**config.mk**
```make
export PLATFORM = sky130hd
export DESIGN_NAME = pc_fetch_stage
export DESIGN_NICKNAME = d
export VERILOG_FILES = /design/src/rtl/pc_fetch_stage.sv
export SDC_FILE = /design/constraint.sdc
export NUM_CORES = 1
export LEC_CHECK = 0
export BUFFER_PORTS_ARGS = -buffer_cell sky130_fd_sc_hd__buf_2
export CORE_MARGIN = 2
export CORE_UTILIZATION = 46
export CTS_CLUSTER_SIZE = 8
export DETAILED_ROUTE_END_ITERATION = 16
export PLACE_DENSITY = 0.77
export SLEW_MARGIN = 5
export SYNTH_ARGS = -nofsm -noshare
export SYNTH_HDL_FRONTEND = slang
export SYNTH_SLANG_ARGS = --single-unit
```
**constraint.sdc**
```tcl
create_clock -name clk -period 2 [get_ports clk]
set_input_delay 0.3 -clock clk [delete_from_list [all_inputs] [get_ports clk]]
set_output_delay 0.3 -clock clk [all_outputs]
set_load 0.02 [all_outputs]
```
**src/rtl/pc_fetch_stage.sv**
```systemverilog
// PC register, instruction-memory fetch handshake and F/D pipeline register.
// Holds F_PC, fetches over req/ready, and presents the D-stage instruction.
module pc_fetch_stage #(
  localparam int unsigned XLEN  = 32,
  localparam int unsigned EXC_W = 5,
  parameter logic [XLEN-1:0] RESET_PC = 32'h0000_3000,
  parameter logic [XLEN-1:0] IM_LO    = 32'h0000_3000,
  parameter logic [XLEN-1:0] IM_HI    = 32'h0000_6FFF
) (
  input  logic             clk,
  input  logic             reset,
  input  logic [XLEN-1:0]  NPC,
  input  logic             stall,
  input  logic             flush_d,
  output logic             im_req,
  output logic [XLEN-1:0]  im_addr,
  input  logic             im_ready,
  input  logic [XLEN-1:0]  im_rdata,
  output logic [XLEN-1:0]  F_PC,
  output logic [XLEN-1:0]  D_PC,
  output logic [XLEN-1:0]  D_instr,
  output logic             D_valid,
  output logic [EXC_W-1:0] D_exc,
  output logic             fetch_busy
);

  localparam logic [EXC_W-1:0] EXC_ADEL = EXC_W'(4);

  typedef enum logic {
    FETCH = 1'b0,
    HOLD  = 1'b1
  } state_e;

  state_e          state_q;
  logic [XLEN-1:0] buf_q;

  logic             in_fetch;
  logic             legal;
  logic             avail;
  logic             advance;
  logic             capture;
  logic [XLEN-1:0]  instr_c;
  logic [EXC_W-1:0] exc_c;

  // Fetch-address legality and instruction-availability decode
  assign in_fetch = (state_q == FETCH);
  assign legal    = (F_PC[1:0] == 2'b00) && (F_PC >= IM_LO) && (F_PC <= IM_HI);
  assign avail    = in_fetch ? (!legal || im_ready) : 1'b1;
  assign advance  = avail && !stall;
  assign capture  = in_fetch && legal && im_ready && stall;

  // Illegal fetches inject a nop carrying AdEL; HOLD replays the buffered word
  assign instr_c = !in_fetch ? buf_q : (legal ? im_rdata : '0);
  assign exc_c   = (in_fetch && !legal) ? EXC_ADEL : '0;

  // Request and busy are gated by reset so nothing is issued while it is low
  assign im_req     = reset && in_fetch && legal;
  assign fetch_busy = reset && in_fetch && legal && !im_ready;
  assign im_addr    = F_PC;

  always_ff @(posedge clk or negedge reset) begin
    if (!reset) begin
      state_q <= FETCH;
      buf_q   <= '0;
      F_PC    <= RESET_PC;
      D_PC    <= '0;
      D_instr <= '0;
      D_valid <= 1'b0;
      D_exc   <= '0;
    end else begin
      if (advance) begin
        F_PC    <= NPC;
        state_q <= FETCH;
      end else if (capture) begin
        buf_q   <= im_rdata;
        state_q <= HOLD;
      end

      // A flush bubbles D regardless of hold or load; D_PC is left as is
      if (flush_d) begin
        D_instr <= '0;
        D_valid <= 1'b0;
        D_exc   <= '0;
      end else if (advance) begin
        D_PC    <= F_PC;
        D_instr <= instr_c;
        D_valid <= 1'b1;
        D_exc   <= exc_c;
      end
    end
  end

endmodule

```
### Word-level counts from Yosys, hierarchy flattened

Index checks and enable logic that the tools add are counted.

* input bits: 69
* flip-flop bits (word level): 135
* word-level logic and storage cells: 43

* reduce and logical (&&, ||, !) cells: 19
* bitwise gates (word level): 3
* magnitude comparators: 2
* multiplexer cells: 12

Operators by type and width (count)
* $mux 32: 4
* $ge 32x14->1 const B: 1
* $le 32x15->1 const B: 1
* $logic_and 1x1->1: 10
* $mux 5: 2
* $mux 1: 5
* $reduce_and 2->1: 2
* $reduce_bool 2->1: 2
* $logic_not 1->1: 3
* $mux 3: 1
* $not 1->1: 3
* $logic_not 2->1: 1
* $logic_or 1x1->1: 1

### Logic depth before layout (Yosys ltp)

* depth after elaboration: 9
* depth in mapped cells: 7
* depth with buffers taken out: 4

### Worst setup path before layout

No wires, ideal clock.

* kind: reg2out
* start point: reg F_PC[28]
* end point: out fetch_busy
* cell stages (with the launch flop): 6
* data required time: 1700 ps
* arrival: 2305 ps
* path buffers: 1
* path slack: -605 ps
* cell sequence: dfrtp_1 nor4_2 nand3_2 buf_1 or2_2 nor4b_1

* longest elaborated chain between the ends: 5
* elaborated cells between the ends (all ways): 6
* those cells by class: order compare (2); reduce/logical (4)

Ends and longest elaborated chain
* start, declared: line 19 `output logic [XLEN-1:0] F_PC,`
* start signal, assigned: line 65 `F_PC <= RESET_PC;`
* start signal, assigned: line 72 `F_PC <= NPC;`
* $ge 32x14->1: line 47 `assign legal = (F_PC[1:0] == 2'b00) && (F_PC >= IM_LO) && (F_PC <= IM_HI);`
* $logic_and 1x1->1: line 47
* $logic_and 1x1->1 *: line 47
* $logic_and 1x1->1 * (2 in a row): line 58 `assign fetch_busy = reset && in_fetch && legal && !im_ready;`
* end, declared: line 24 `output logic fetch_busy`

Every way passes the cells marked *; elsewhere a longest branch is shown, timed or not.

### Worst setup path in the final report

* start point: reg F_PC[19]
* end point: out fetch_busy

Same word-level chain as after synthesis.

==> results.py <==
metrics = {
    "clocking": {
        "cts_sinks": 131,
        "cts-buffers-inserted": 17,
        "insertion_delay_ns": 0.42,
        "cts_root_buffer": "clkbuf_16",
        "cts_tree": "built",
        "clockBufferDepth": 2,
        "path_clk_slew_ns": 0.06,
        "htreeDepth": 4,
    },
    "floorplanning": {
        "rows": 42,
        "die_w_um": 119,
        "floorplan.initialDensity_pct": 46.7,
        "core-area_um2": 13100,
        "die-area_um2": 14300,
        "io_pins": 205,
        "die_h_um": 119,
    },
    "logic_synthesis": {
        "ys_seq_area_share_pct": 53.5,
        "synth_ff_type": "dfrtp_1",
        "yosys_warnings": 0,
        "synthCells": 455,
        "synthesis.area_um2": 6140,
        "synth_seq_cells": 131,
        "synth-edff-count": 0,
        "synth.distinct_cells": 34,
        "avgSynthCellArea_um2": 13.5,
        "async_reset_ff_share_pct": 100,
    },
    "placement": {
        "port_buffers": 200,
        "dp_hpwl_um": 10400,
        "place_congestion": 0.740,
    },
    "global_routing": {
        "antenna_found_initial": 1,
        "grt_pass1_wl_um": 26500,
        "grt_use_total_pct": 24.5,
        "grt_pass1_vias": 4751,
        "grt_max_degree": 122,
        "grt_overflow": 0,
    },
    "power_and_ir_drop": {
        "finalPower_uw": 7900,
        "leakage_uw": 0.00457,
        "peakVddDrop_mv": 0.457,
        "swShare_pct": 28.0,
        "p_sw_uw": 2210,
        "power_density_nw_per_um2": 905,
        "clkPwrFrac_pct": 40.4,
        "p_int_uw": 5690,
        "p_comb_share_pct": 20.4,
        "seqPwrFrac_pct": 39.3,
    },
    "critical_path": {
        "cp-start-kind": "flip-flop",
        "rrSetupSlack_ns": -0.30,
        "rr_endpoint": "buf_q[29]",
        "path_class": "flip-flop to output pin",
        "setup.worst_path.start": "F_PC[19]",
        "reg2reg_from": "F_PC[19]",
        "arrival_ns": 2.03,
        "ff2ff_path_depth": 9,
        "crit_path_end": "fetch_busy",
        "worstSetupEndpointType": "output pin",
        "cp_max_fo": 2,
        "crit_required_ns": 1.70,
    },
    "final_layout": {
        "syn2layout_area_growth_pct": 42.2,
        "layout_commonest_cell": "buf_2",
        "layout.nets": 737,
        "final_cell_mix": "buf_2 (197), dfrtp_1 (120), mux2_4 (89)",
        "post-route-util_pct": 66.4,
        "drive_gt1_share_pct": 65.1,
    },
    "drt": {
        "via_per_inst": 5.50,
        "wl_per_cell_um": 22.1,
        "wl_met3_um": 1300,
        "met1Wirelength_um": 7860,
        "drtIter0Drc": 307,
        "drcViolationCount": 0,
        "first_pass_iters": 5,
        "wl_met2_um": 9460,
        "dr.max_layer_used": "met4",
        "wirelength_um": 19000,
        "detail-route-antenna-nets": 0,
        "vias": 4713,
    },
    "hold_path": {
        "hold_class": "primary input to flip-flop",
    },
    "sta": {
        "slew_headroom_pct": 52.2,
        "tightest_slew_ns": 0.717,
        "period_share_pct": 117,
        "drv_slew": 0,
        "report.final.hold_viol_count": 0,
        "rsz0062_at_grt": "yes",
        "clock_skew_ns": 0.0107,
        "finalWorstSetupSlack_ns": -0.331,
        "min_period_ns": 2.33,
        "setup-violations-final": 130,
        "max_freq_ghz": 0.429,
    },
    "run_status": {
        "violations": "setup timing",
        "status": "finished, violations left",
    },
    "job": {
        "maxCapViolCount": 0,
    },
}
## what timing repair did
item                       in CTS  in global routing
gates cloned                    7                  5
pin swaps                       5                  3
resized for setup              14                 96
setup buffers                   7                 11
hold buffers                    1                  0
hold endpoints to repair       10                  0
setup endpoints to repair     118                131
## through the flow
step,hold slack (ns),worst slack (ns),instance area (um^2),TNS [ns],cells
6_report,0.0771,-0.331,8720,-23.34,857
5_1_grt,0.0789,-0.403,8720,-29.80,856
3_3_place_gp,0.128,-0.106,7340,-3.57,799
2_1_floorplan,0.00441,-0.0850,6220,-2.08,458
3_5_place_dp,0.131,-0.163,7340,-7.90,799
4_1_cts,0.0523,-0.342,8250,-13.16,845
## kinds of logic after synthesis
kind of cell / Yosys count / synth area share, %
buffers and inverters: 106 / 9.40
and+or+nand+nor: 16 / 2.26
muxes: 96 / 19.4
other: 1 / 0.0611
AOI/OAI and AO/OA: 105 / 15.4
DFF: 131 / 53.5
## final cells by class
class                      count  area [um^2]
fill                         971         4410
sequential                   131         3290
multi-input combinational    221         2620
timing repair buffer         264         1870
clock buffer                  21          470
tap                          176          220
clock inverter                10          131
inverter                      33          124
antenna                        1         2.50
## how the worst min path moves through the flow
stage / end / start / depth (start not counted)
after CTS: D_exc[2] / flush_d / 2
after floorplan: D_PC[0] / reset / 0
after detailed placement: D_exc[2] / reset / 1
final: D_exc[2] / flush_d / 2
after global routing: D_exc[2] / flush_d / 2
after global placement: D_exc[2] / reset / 1
## flip-flops by register name, indices dropped and copies added (netlist names)
register	count
buf_q	32
D_instr	32
D_valid	1
D_PC	32
D_exc	1
state_q	1
F_PC	32
## critical path, cell delays in order (launching register included)
cell and delay [ns]:
dfrtp_2 0.42, nor4_4 0.35, o211ai_4 0.14, or2_4 0.28, nor4b_4 0.22, buf_4 0.19
## power by group through the flow
stage	sequential (uW)	clock, uW	combinational [uW]
detailed placement	3110	0	1370
global route	3120	3370	1690
CTS	3070	3220	1420
floorplan	3390	0	548
finish	3100	3190	1610
global placement	3090	0	1340
## synthesized netlist by cell type, types with 2 or more instances
library cell	instances	area (um^2)
nor4_2	4	50.1
o221a_2	30	338
nor2_1	3	11.3
buf_2	8	40.0
dfrtp_1	129	3230
mux2_2	42	473
mux2_4	29	435
dfstp_2	2	52.6
a2111oi_0	32	280
inv_1	33	124
buf_4	37	278
a21o_1	33	248
o21ai_0	2	10.0
buf_6	4	45.0
o221a_1	2	22.5
clkbuf_1	23	86.3
mux2_1	25	282
## routing by layer
metal  track usage (%)  up-vias
met5                 0        -
met4              7.87        0
met3              6.89       29
met2              40.9      201
met1              31.1     2413
li1                  -     2070
Power figures use the tool's default switching activity.
